--- config.mk ---
export PLATFORM = sky130hd
export DESIGN_NAME = race_ctrl
export DESIGN_NICKNAME = d
export VERILOG_FILES = /design/src/rtl/race_ctrl.sv
export SDC_FILE = /design/constraint.sdc
export NUM_CORES = 1
export LEC_CHECK = 0
export BUFFER_PORTS_ARGS = -buffer_cell sky130_fd_sc_hd__buf_2
export CORE_MARGIN = 1.5
export CORE_UTILIZATION = 61
export DETAILED_ROUTE_END_ITERATION = 10
export GPL_TIMING_DRIVEN = 0
export PLACE_DENSITY_LB_ADDON = 0.1
export SYNTH_ARGS = -nofsm -noshare
export SYNTH_HDL_FRONTEND = slang
export SYNTH_SLANG_ARGS = --single-unit
--- constraint.sdc ---
create_clock -name clock -period 4.65 [get_ports clock]
set_input_delay 0 -clock clock [delete_from_list [all_inputs] [get_ports clock]]
set_output_delay 0 -clock clock [all_outputs]
set_load 0.1 [all_outputs]
--- src/rtl/race_ctrl.sv ---
// Race sequencing controller: start/finish handling, 3-2-1 countdown, finishing-time
// capture and best-time record for a two-digit BCD race timer.
module race_ctrl #(
    parameter int TICK_COUNT     = 50000000,
    parameter int COUNTDOWN_SECS = 3
) (
    input  logic       clock,
    input  logic       reset,
    input  logic       start,
    input  logic       finish,
    input  logic [3:0] time_ones,
    input  logic [3:0] time_tens,
    output logic       timer_enable,
    output logic       timer_reset_n,
    output logic [3:0] countdown_digit,
    output logic [1:0] state,
    output logic [3:0] last_ones,
    output logic [3:0] last_tens,
    output logic [3:0] best_ones,
    output logic [3:0] best_tens,
    output logic       best_valid,
    output logic       timeout,
    output logic       new_record
);

    localparam logic [1:0] ST_IDLE      = 2'd0;
    localparam logic [1:0] ST_COUNTDOWN = 2'd1;
    localparam logic [1:0] ST_RACE      = 2'd2;
    localparam logic [1:0] ST_DONE      = 2'd3;

    localparam logic [27:0] TICK_LAST = 28'(TICK_COUNT - 1);
    localparam logic [3:0]  FIRST_DIGIT = 4'(COUNTDOWN_SECS);

    logic [1:0]  state_q, state_d;
    logic        start_q;
    logic [27:0] tick_q, tick_d;
    logic [3:0]  digit_q, digit_d;
    logic [3:0]  last_ones_q, last_ones_d;
    logic [3:0]  last_tens_q, last_tens_d;
    logic [3:0]  best_ones_q, best_ones_d;
    logic [3:0]  best_tens_q, best_tens_d;
    logic        best_valid_q, best_valid_d;
    logic        timeout_q, timeout_d;
    logic        new_record_q, new_record_d;

    logic start_rise;
    logic second_tick;
    logic at_99;
    logic is_record;

    assign start_rise  = start & ~start_q;
    assign second_tick = (tick_q == TICK_LAST);
    assign at_99       = (time_tens == 4'd9) && (time_ones == 4'd9);
    // BCD digits packed tens-first compare exactly like the numeric value.
    assign is_record   = !best_valid_q ||
                         ({time_tens, time_ones} < {best_tens_q, best_ones_q});

    always_comb begin
        state_d      = state_q;
        tick_d       = 28'd0;
        digit_d      = digit_q;
        last_ones_d  = last_ones_q;
        last_tens_d  = last_tens_q;
        best_ones_d  = best_ones_q;
        best_tens_d  = best_tens_q;
        best_valid_d = best_valid_q;
        timeout_d    = timeout_q;
        new_record_d = 1'b0;
        case (state_q)
            ST_IDLE, ST_DONE: begin
                if (start_rise) begin
                    state_d = ST_COUNTDOWN;
                    digit_d = FIRST_DIGIT;
                end
            end
            ST_COUNTDOWN: begin
                tick_d = second_tick ? 28'd0 : tick_q + 28'd1;
                if (second_tick) begin
                    if (digit_q > 4'd1) begin
                        digit_d = digit_q - 4'd1;
                    end else begin
                        state_d = ST_RACE;
                        digit_d = 4'd0;
                    end
                end
            end
            default: begin
                // A finish in the same cycle as 99 s beats the timeout.
                if (finish) begin
                    state_d     = ST_DONE;
                    last_ones_d = time_ones;
                    last_tens_d = time_tens;
                    timeout_d   = 1'b0;
                    if (is_record) begin
                        best_ones_d  = time_ones;
                        best_tens_d  = time_tens;
                        best_valid_d = 1'b1;
                        new_record_d = 1'b1;
                    end
                end else if (at_99) begin
                    state_d     = ST_DONE;
                    last_ones_d = 4'd9;
                    last_tens_d = 4'd9;
                    timeout_d   = 1'b1;
                end
            end
        endcase
    end

    always_ff @(posedge clock) begin
        if (reset) begin
            state_q      <= ST_IDLE;
            start_q      <= 1'b0;
            tick_q       <= 28'd0;
            digit_q      <= 4'd0;
            last_ones_q  <= 4'd0;
            last_tens_q  <= 4'd0;
            best_ones_q  <= 4'd0;
            best_tens_q  <= 4'd0;
            best_valid_q <= 1'b0;
            timeout_q    <= 1'b0;
            new_record_q <= 1'b0;
        end else begin
            state_q      <= state_d;
            start_q      <= start;
            tick_q       <= tick_d;
            digit_q      <= digit_d;
            last_ones_q  <= last_ones_d;
            last_tens_q  <= last_tens_d;
            best_ones_q  <= best_ones_d;
            best_tens_q  <= best_tens_d;
            best_valid_q <= best_valid_d;
            timeout_q    <= timeout_d;
            new_record_q <= new_record_d;
        end
    end

    // Timer stays cleared until the race runs, then holds its value in DONE.
    assign timer_enable    = (state_q == ST_RACE);
    assign timer_reset_n   = (state_q == ST_RACE) || (state_q == ST_DONE);
    assign countdown_digit = digit_q;
    assign state           = state_q;
    assign last_ones       = last_ones_q;
    assign last_tens       = last_tens_q;
    assign best_ones       = best_ones_q;
    assign best_tens       = best_tens_q;
    assign best_valid      = best_valid_q;
    assign timeout         = timeout_q;
    assign new_record      = new_record_q;

endmodule
==> run_results.csv, run 1 <==
group,metric,value,unit
die,start_util,0.653,
placed_design,place_ws,2.01,ns
critical_path,critPathKind,"flip-flop to flip-flop",
critical_path,critPathMaxFanout,10,
critical_path,slowest_delay,0.54,ns
logic_synthesis,ys.flop_type,"dfxtp_1",
cts,tritoncts,"done",
worst_hold_path,hold_class,"input port to flip-flop",
route,vias_per_cell,5.68,
critical_path,critical_path_buf_inv_count,2,
logic_synthesis,synth_area,0.00269,mm²
final_layout,antenna_cells,0,
worst_hold_path,hold_end,"last_tens[2]$_SDFFE_PP0P_",
timing,worst_slack,2.01,ns
critical_path,r2r_cells,7,
logic_synthesis,postSynth.asyncResetShare,0,
run_status,status,"finished clean",
grt,antenna_found_initial,0,
logic_synthesis,synth_nets,341,
logic_synthesis,synth.top_cell.area_share,0.402,
die,core,0.00412,mm²
logic_synthesis,synth_area_per_cell,8.59,µm²
die,rows,23,
placed_design,place_hpwl,4170,µm
cts,htree_levels,2,
grt,grt_start_max_net_pins,16,
worst_hold_path,worstHoldStart,"time_tens[2]",
timing,hold_slack,0.00634,ns
grt,grt_pass1_vias,2181,
placed_design,portBuffers,38,
timing,finClkSkew,0.00649,ns
route,drc,0,
power_and_ir_drop,leakagePower,1.16,nW
cts,path_clk_slew,0.09,ns
timing,layout_min_cycle_time,2.64,ns
die,dieWidth,69.4,µm
cts,clk_path_buf_depth,2,
grt,grt_pass1_wl,9650,µm
cts,clock_latency,0.30,ns
timing,rsz0062_at_grt,"no",
route,first_iter_violations,150,
final_layout,final_nets,389,
route,wire_per_inst,13.6,µm
route,vias,2341,
critical_path,worstPathRequired,4.84,ns
die,die_height,69.4,µm
logic_synthesis,seq_area_frac_synth,0.402,
power_and_ir_drop,powerDensity,456,mW/mm²
placed_design,place_inst,401,
cts,cts_root_buffer,"clkbuf_8",
flow_run,maxCapViolations,0,
timing,drv_slew,0,
critical_path,crit_start,"tick_q[8]$_SDFF_PP0_",
route,dr.pass1.iters,4,
die,die_area,0.00481,mm²
logic_synthesis,yosysWarnings,0,
cts,cts_buffers,5,
final_layout,final_design_area_no_fill,0.00306,mm²
timing,max_freq,378,MHz
critical_path,worstSetupStartpointType,"flip-flop",
logic_synthesis,syn_inst,313,
final_layout,syn2layout_area_growth,13.9,%
critical_path,cp_top_family,"simple AND/OR/NAND/NOR gates",
final_layout,fin_cells,412,
logic_synthesis,synth_edf_count,0,
power_and_ir_drop,finalPower,1.40,mW
critical_path,rr_endpoint,"tick_q[16]$_SDFF_PP0_",
timing,timing.final.crit_share,0.569,
timing,hold_violations,0,
critical_path,slowest_stage,"or4_1",
critical_path,r2r_slack,2.01,ns
power_and_ir_drop,max-vdd-ir-drop,391,µV
timing,finalSetupViolCount,0,
grt,grt-ovfl-total,0,
critical_path,r2r-start,"tick_q[8]$_SDFF_PP0_",
critical_path,crit_chain,"or4_1 -> or4_1 -> nor2_1 -> or3_1 -> buf_2 -> buf_2 -> nor2_1",
critical_path,worstPathArrival,2.84,ns
route,drtAntennaViolNets,0,
placed_design,place_area,0.00294,mm²
timing,tightestPinTransition,1.17,ns
route,drt-total-wl,5590,µm
worst_hold_path,whs_path_depth,3,
final_layout,drive_gt1_frac,0.141,
placed_design,place_congestion,0.805,
timing,fin_tns_setup,0,ns
logic_synthesis,synth_cell_types,42,
critical_path,worst-path-stages,7,
cts,post_cts.repair.setup_buffers,0,
grt,grt_use_total,0.240,
logic_synthesis,ys_ff_latch,54,
timing,relSlewSlack,0.212,
final_layout,fin_util,0.744,
logic_synthesis,yosys-top-cells-area,"dfxtp_1 40%, ha_1 7.4%, nor2_1 7.1%",
cts,numClockSinks,54,
logic_synthesis,synth_area_leader_cell,"dfxtp_1",
die,io_pins,39,
critical_path,end_kind,"flip-flop",
layout by cell type, fill, tap and decap left out, types with 6 or more instances in the layout:
master	n
nand3_1	13
nor2b_1	9
nand4_1	18
o31ai_1	8
a211oi_1	6
ha_1	16
nor3_1	6
xnor2_1	13
xor2_1	13
buf_2	41
nand2_1	15
dfxtp_1	54
nor2_1	51
inv_1	21
clkbuf_8	6
clkbuf_1	8
power by group:
| group | internal (mW) | switching (mW) |
|---|---|---|
| combinational | 0.134 | 0.467 |
| sequential | 0.499 | 0.0305 |
| clock | 0.120 | 0.146 |
| total | 0.753 | 0.643 |
sequential cells by signal, summed over array words and instances, names as in the netlist:
signal,cells
countdown_digit,4
best_tens,4
last_ones,4
last_tens,4
best_valid,1
new_record,1
tick_q,28
timeout,1
best_ones,4
state,2
start_q,1
final cells by class:
| cell class | instances | area [µm²] |
|---|---|---|
| Buffer | 11 | 45.0 |
| Clock buffer | 7 | 86.3 |
| Clock inverter | 1 | 5.00 |
| Fill cell | 344 | 1050 |
| Inverter | 21 | 78.8 |
| Multi-Input combinational cell | 227 | 1480 |
| Sequential cell | 54 | 1080 |
| Tap cell | 50 | 62.6 |
| Timing Repair Buffer | 41 | 220 |
how the worst max path moves through the flow:
stage / slack (ns) / end
2_1_floorplan: 1.64 / state[0]$_SDFFE_PP0P_
3_3_place_gp: 2.04 / tick_q[14]$_SDFF_PP0_
3_5_place_dp: 2.01 / tick_q[15]$_SDFF_PP0_
4_1_cts: 1.98 / tick_q[15]$_SDFF_PP0_
5_1_grt: 1.81 / tick_q[26]$_SDFF_PP0_
6_report: 2.01 / tick_q[16]$_SDFF_PP0_
synth_stat cells (all sizes together) (7+ instances only):
library cell,count
clkbuf,7
dfxtp,54
ha,16
inv,21
nand2,15
nand3,13
nand4,18
nor2,51
nor2b,9
o31ai,8
xnor2,13
xor2,13
kinds of logic after synthesis:
logic type,Yosys count,share of synthesized area
and+or+nand+nor,146,0.280
muxes,3,0.0116
xor gates and xnor gates,26,0.0847
adders and majority gates,16,0.0745
buffers and inverters,32,0.0461
DFF,54,0.402
AOI/OAI and AO/OA,36,0.101
what timing repair did:
action	4_1_cts	5_1_grt
hold endpoints to repair	3	0
hold buffers	3	0
resized for setup	0	0
per-layer routing:
metal  share of wire  vias up  routed length (µm)  track usage
met2            0.44       65                2470        0.376
met3           0.048       12                 270       0.0567
met4           0.017        0                  94       0.0828
met5               0        -                   0            0
met1            0.49     1076                2760        0.327
li1                -     1188                   -            -
worst reg2reg max path, delay by kind of cell (launching register included):
family | cells | cell delay, ns
flip-flops | 1 | 0.38
AND/OR/NAND/NOR | 5 | 1.68
buffers and inverters | 2 | 0.47
(Power assumes the default switching activity.)
==> inputs of run 2 (changes only) <==
CORE_UTILIZATION = 57   (was 61)
clock period = 2.6 ns   (was 4.65 ns; I/O delays follow)
==> run 2 against run 1 <==
Compared with the run above: sequential power is 80% higher; critical path depth is 2 lower; fmax is 4.9% higher; global-route usage is 0.35 points lower; clock power is 120% higher; register-to-register slack worse by 1.9 ns; design area is 2.3% higher; flip-flop and latch count stayed put; via count is 0.34% lower; first-iteration DRC count is 7.3% lower; clock-buffer cell count is 2 lower; routed wire length is 3.7% higher; critical endpoint is now state[0]$_SDFFE_PP0P_.
==> run_results.csv, run 2 (synthesis results as in run 1) <==
group,metric,value,unit
timing,worst_slack,0.0798,ns
placed_design,place_hpwl,4200,µm
critical_path,critPathKind,"flip-flop to flip-flop",
placed_design,place_congestion,0.806,
power_and_ir_drop,powerDensity,832,mW/mm²
critical_path,crit_start,"tick_q[8]$_SDFF_PP0_",
timing,hold_violations,0,
power_and_ir_drop,max-vdd-ir-drop,771,µV
critical_path,cp_top_family,"simple AND/OR/NAND/NOR gates",
cts,path_clk_slew,0.10,ns
grt,grt_start_max_net_pins,18,
critical_path,critical_path_buf_inv_count,0,
worst_hold_path,worstHoldStart,"time_ones[2]",
route,wire_per_inst,13.9,µm
final_layout,multiInputGateArea,0.00150,mm²
placed_design,portBuffers,38,
worst_hold_path,hold_class,"input port to flip-flop",
grt,use_met1,0.335,
die,io_pins,39,
power_and_ir_drop,leakagePower,1.18,nW
grt,grt_pass1_vias,2079,
final_layout,fin_util,0.705,
cts,numClockSinks,54,
cts,htree_levels,2,
die,dieWidth,71.7,µm
timing,layout_min_cycle_time,2.52,ns
final_layout,syn2layout_area_growth,16.5,%
final_layout,layout_commonest_cell,"nor2_1",
cts,post_cts.repair.setup_buffers,0,
grt,grt_use_met2,0.362,
route,first_iter_violations,139,
cts,cts_buffers,5,
timing,tightestPinTransition,0.667,ns
route,drtAntennaViolNets,0,
cts,tritoncts,"done",
route,vias,2333,
die,rows,24,
power_and_ir_drop,power_frac_comb,0.414,
grt,grt-ovfl-total,0,
critical_path,r2r-start,"tick_q[8]$_SDFF_PP0_",
power_and_ir_drop,swShare,0.452,
critical_path,worstPathRequired,2.81,ns
final_layout,regArea,0.00109,mm²
die,start_util,0.605,
grt,top_usage_layer,"met2",
final_layout,largest_register_ffs,28,
critical_path,worstSetupStartpointType,"flip-flop",
timing,max_freq,397,MHz
placed_design,place_ws,-0.0406,ns
critical_path,end_kind,"flip-flop",
cts,clk_path_buf_depth,2,
die,core,0.00444,mm²
grt,antenna_found_initial,0,
grt,grt_use_total,0.237,
critical_path,worstPathArrival,2.73,ns
timing,finClkSkew,0.00727,ns
power_and_ir_drop,power.switching,1.18,mW
die,die_height,71.7,µm
timing,relSlewSlack,0.554,
route,vias_per_cell,5.61,
critical_path,critPathMaxFanout,6,
die,die_area,0.00514,mm²
flow_run,maxCapViolations,0,
power_and_ir_drop,p_int,1.43,mW
timing,timing.final.crit_share,0.969,
timing,finalSetupViolCount,0,
route,drt-total-wl,5800,µm
power_and_ir_drop,clkPwrFrac,0.221,
timing,rsz0062_at_grt,"no",
final_layout,final_nets,391,
timing,drv_slew,0,
critical_path,crit_chain,"or4_1 -> or4_4 -> or2_1 -> a2111oi_4 -> mux2_1",
critical_path,slowest_stage,"or4_4",
cts,clock_latency,0.32,ns
critical_path,slowest_delay,0.55,ns
final_layout,largest_register,"tick_q",
route,drc,0,
final_layout,antenna_cells,0,
final_layout,drive_gt1_frac,0.168,
final_layout,fillers,384,
cts,cts_root_buffer,"clkbuf_8",
route,dr.pass1.iters,6,
final_layout,layout_common_cells,"50 x nor2_1, 49 x dfxtp_1, 41 x buf_2, 21 x inv_1, 18 x nand4_1",
grt,grt_pass1_wl,9720,µm
grt,use_met3,0.0352,
power_and_ir_drop,seq_power_share,0.364,
run_status,status,"finished clean",
==> run 2: area by class of cell <==
cell class / count / share of cell area
multi-input cells: 227 / 0.480
flip-flops and latches: 54 / 0.347
repair buffers: 43 / 0.0767
inverters: 21 / 0.0252
clock buffers: 5 / 0.0220
well taps: 52 / 0.0208
plain buffers: 11 / 0.0144
clock inverters: 3 / 0.0140
==> run 2: routing by layer <==
metal,wire [µm],vias up,part of all wire
met4,119,0,0.021
met2,2570,51,0.44
li1,-,1189,-
met5,0,-,0
met1,2900,1081,0.50
met3,213,12,0.037
==> run 2: final timing paths <==
kind / to / slack [ns] / cells past startpoint
setup / recovery: state[0]$_SDFFE_PP0P_ / 0.08 / 5
hold / removal: last_ones[2]$_SDFFE_PP0P_ / 0.008 / 3
setup reg to reg: state[0]$_SDFFE_PP0P_ / 0.08 / 5
hold reg to reg: last_tens[3]$_SDFFE_PP0P_ / 0.46 / 2
==> run 2: repair_timing <==
action	CTS	global route
gates cloned	0	0
setup endpoints to repair	20	21
endpoints found under the hold margin	5	0
pin swaps	1	0
resized for setup	1	3
hold buffers	5	0
==> run 2: worst register-to-register path: stages, from the launching register on <==
cell,delay (ns)
dfxtp_1,0.39
or4_1,0.50
or4_4,0.55
or2_1,0.27
a2111oi_4,0.36
mux2_1,0.35
==> run 2: power groups by stage <==
stage / clock (mW) / combinational [mW] / sequential, mW
3_3_place_gp: 0 / 1.06 / 0.967
6_report: 0.577 / 1.08 / 0.950
5_1_grt: 0.613 / 1.15 / 0.964
4_1_cts: 0.585 / 1.08 / 0.949
2_1_floorplan: 0 / 0.471 / 1.39
3_5_place_dp: 0 / 1.07 / 0.969
==> run 2: metrics by stage <==
| stage | cell area (µm²) | cells | setup TNS, ns | hold WS [ns] | power (mW) |
|---|---|---|---|---|---|
| floorplan | 2700 | 313 | 0 | 0.119 | 1.86 |
| global placement | 2950 | 403 | -0.232 | 0.229 | 2.03 |
| detailed placement | 2950 | 403 | -0.614 | 0.233 | 2.04 |
| CTS | 3120 | 416 | 0 | 0.00106 | 2.62 |
| global route | 3130 | 416 | 0 | 0.0139 | 2.73 |
| finish | 3130 | 416 | 0 | 0.00758 | 2.61 |
==> inputs of run 3 (changes only) <==
SETUP_SLACK_MARGIN = 0.15   (was unset)
==> run 3 against run 2 <==
Compared with the run above: fmax up 6.0%; total power rose by 1.3%; design area up 2.3%; setup slack improved by 0.14 ns; hold slack better by 0.0042 ns; clock-buffer cell count rose by 1; first-iteration DRC count is 12% higher; routed wire length is 2.2% higher; combinational power increased by 4%.
==> run_results.csv, run 3 (synthesis results as in run 1) <==
group,metric,value,unit
run_status,status,"finished clean",
timing,rsz0062_at_grt,"yes",
route,drc,0,
final_layout,syn2layout_area_growth,19.2,%
die,rows,24,
timing,layout_min_cycle_time,2.38,ns
power_and_ir_drop,max-vdd-ir-drop,1020,µV
cts,clock_latency,0.32,ns
final_layout,drive_gt1_frac,0.211,
critical_path,r2r_cells,6,
grt,grt-ovfl-total,0,
cts,path_clk_slew,0.09,ns
grt,antenna_found_initial,0,
critical_path,worstSetupStartpointType,"flip-flop",
critical_path,crit_chain,"buf_6 -> or3b_1 -> or4_4 -> or2_4 -> a2111oi_4 -> mux2_4",
timing,finalSetupViolCount,0,
final_layout,largest_register,"tick_q",
critical_path,slowest_delay,0.54,ns
critical_path,slowest_stage,"or4_4",
final_layout,layout_commonest_cell,"nor2_1",
critical_path,critPathMaxFanout,9,
critical_path,r2r-start,"tick_q[16]$_SDFF_PP0_",
route,wire_per_inst,14.1,µm
route,drt-total-wl,5920,µm
placed_design,place_area,0.00296,mm²
route,drtAntennaViolNets,0,
timing,relSlewSlack,0.532,
route,vias,2370,
cts,clk_path_buf_depth,2,
critical_path,rr_endpoint,"state[0]$_SDFFE_PP0P_",
die,die_height,71.7,µm
critical_path,worstPathRequired,2.80,ns
critical_path,end_kind,"flip-flop",
critical_path,worstPathArrival,2.58,ns
placed_design,place_congestion,0.857,
power_and_ir_drop,leakagePower,1.21,nW
cts,numClockSinks,54,
final_layout,final_nets,396,
final_layout,layout_common_cells,"50 x nor2_1, 41 x dfxtp_1, 39 x buf_2, 21 x inv_1, 18 x nand4_1",
die,core,0.00444,mm²
route,vias_per_cell,5.63,
final_layout,largest_register_ffs,28,
final_layout,multiInputGateArea,0.00152,mm²
critical_path,cp_top_family,"simple AND/OR/NAND/NOR gates",
final_layout,regArea,0.00110,mm²
final_layout,final_design_area_no_fill,0.00321,mm²
timing,timing.final.crit_share,0.914,
die,io_pins,39,
timing,drv_slew,0,
cts,tritoncts,"done",
timing,finClkSkew,0.0118,ns
placed_design,place_hpwl,4240,µm
die,start_util,0.605,
grt,grt_start_max_net_pins,17,
cts,htree_levels,2,
route,dr.pass1.iters,6,
timing,hold_slack,0.0117,ns
timing,tightestPinTransition,0.702,ns
worst_hold_path,whs_path_depth,3,
grt,grt_pass1_vias,2204,
final_layout,fillers,360,
flow_run,maxCapViolations,0,
grt,grt_pass1_wl,10200,µm
die,die_area,0.00514,mm²
final_layout,antenna_cells,0,
power_and_ir_drop,powerDensity,824,mW/mm²
critical_path,r2r_slack,0.22,ns
timing,hold_violations,0,
placed_design,portBuffers,38,
worst_hold_path,hold_class,"input port to flip-flop",
worst_hold_path,hold_end,"last_ones[1]$_SDFFE_PP0P_",
critical_path,critPathKind,"flip-flop to flip-flop",
critical_path,critical_path_buf_inv_count,1,
cts,cts_buffers,5,
timing,fin_tns_setup,0,ns
die,dieWidth,71.7,µm
cts,cts_root_buffer,"clkbuf_8",
worst_hold_path,worstHoldStart,"time_ones[1]",
grt,grt_use_total,0.248,
route,first_iter_violations,156,
timing,max_freq,421,MHz
-- run 3: cell types whose count changed in the layout (fill, tap and decap cells not counted), moves of 2 or more --
cell	before	now
clkbuf_4	0	2
buf_2	41	39
buf_4	0	5
dfxtp_1	49	41
dfxtp_2	5	13
-- run 3: worst reg2reg max path: cells and delay by family, from the launching register on --
kind | cells | cell delay, ns
flip-flops | 1 | 0.33
AO/OA/AOI/OAI | 1 | 0.34
buffers and inverters | 1 | 0.13
multiplexers | 1 | 0.34
AND/OR/NAND/NOR | 3 | 1.14
-- run 3: power by group --
part	total, mW	internal [mW]	leakage, nW	switching [mW]
clock network	0.569	0.288	0.0514	0.282
logic	1.12	0.270	0.719	0.851
registers	0.952	0.897	0.443	0.0553
total	2.64	1.46	1.21	1.19
-- run 3: final cells by class --
class,count,area share
Multi-Input combinational cell,227,0.474
Clock buffer,6,0.0226
Sequential cell,54,0.342
Timing Repair Buffer,48,0.0867
Buffer,11,0.0180
Inverter,21,0.0246
Tap cell,52,0.0203
Clock inverter,2,0.0117
-- run 3: repair_timing --
| action | CTS | global route |
|---|---|---|
| hold buffers | 5 | 0 |
| pin swaps | 2 | 1 |
| resized for setup | 9 | 10 |
| hold endpoints to repair | 5 | 0 |
| endpoints found under the setup margin | 21 | 23 |
| buffers inserted | 1 | 4 |
-- run 3: routing by layer --
layer / GRT usage / vias up / wire [µm]
li1: - / 1200 / -
met1: 0.354 / 1092 / 2900
met2: 0.369 / 61 / 2650
met3: 0.0464 / 17 / 207
met4: 0.103 / 0 / 160
met5: 0 / - / 0
-- run 3: worst max-delay path by stage --
stage	to	startpoint	cells after the start
floorplan	state[0]$_SDFFE_PP0P_	tick_q[7]$_SDFF_PP0_	5
global placement	tick_q[16]$_SDFF_PP0_	tick_q[24]$_SDFF_PP0_	7
detailed placement	tick_q[23]$_SDFF_PP0_	tick_q[24]$_SDFF_PP0_	7
CTS	state[0]$_SDFFE_PP0P_	tick_q[16]$_SDFF_PP0_	6
global route	state[0]$_SDFFE_PP0P_	tick_q[16]$_SDFF_PP0_	6
finish	state[0]$_SDFFE_PP0P_	tick_q[16]$_SDFF_PP0_	6
-- run 3: per-stage QoR --
stage	total power [mW]	std cells	utilization	setup slack (ns)
final	2.64	421	0.721	0.222
after global routing	2.76	421	0.721	0.148
after CTS	2.65	417	0.708	0.161
after detailed placement	2.05	403	0.666	-0.0571
after global placement	2.03	403	0.666	0.00308
after floorplan	1.86	313	-	0.191
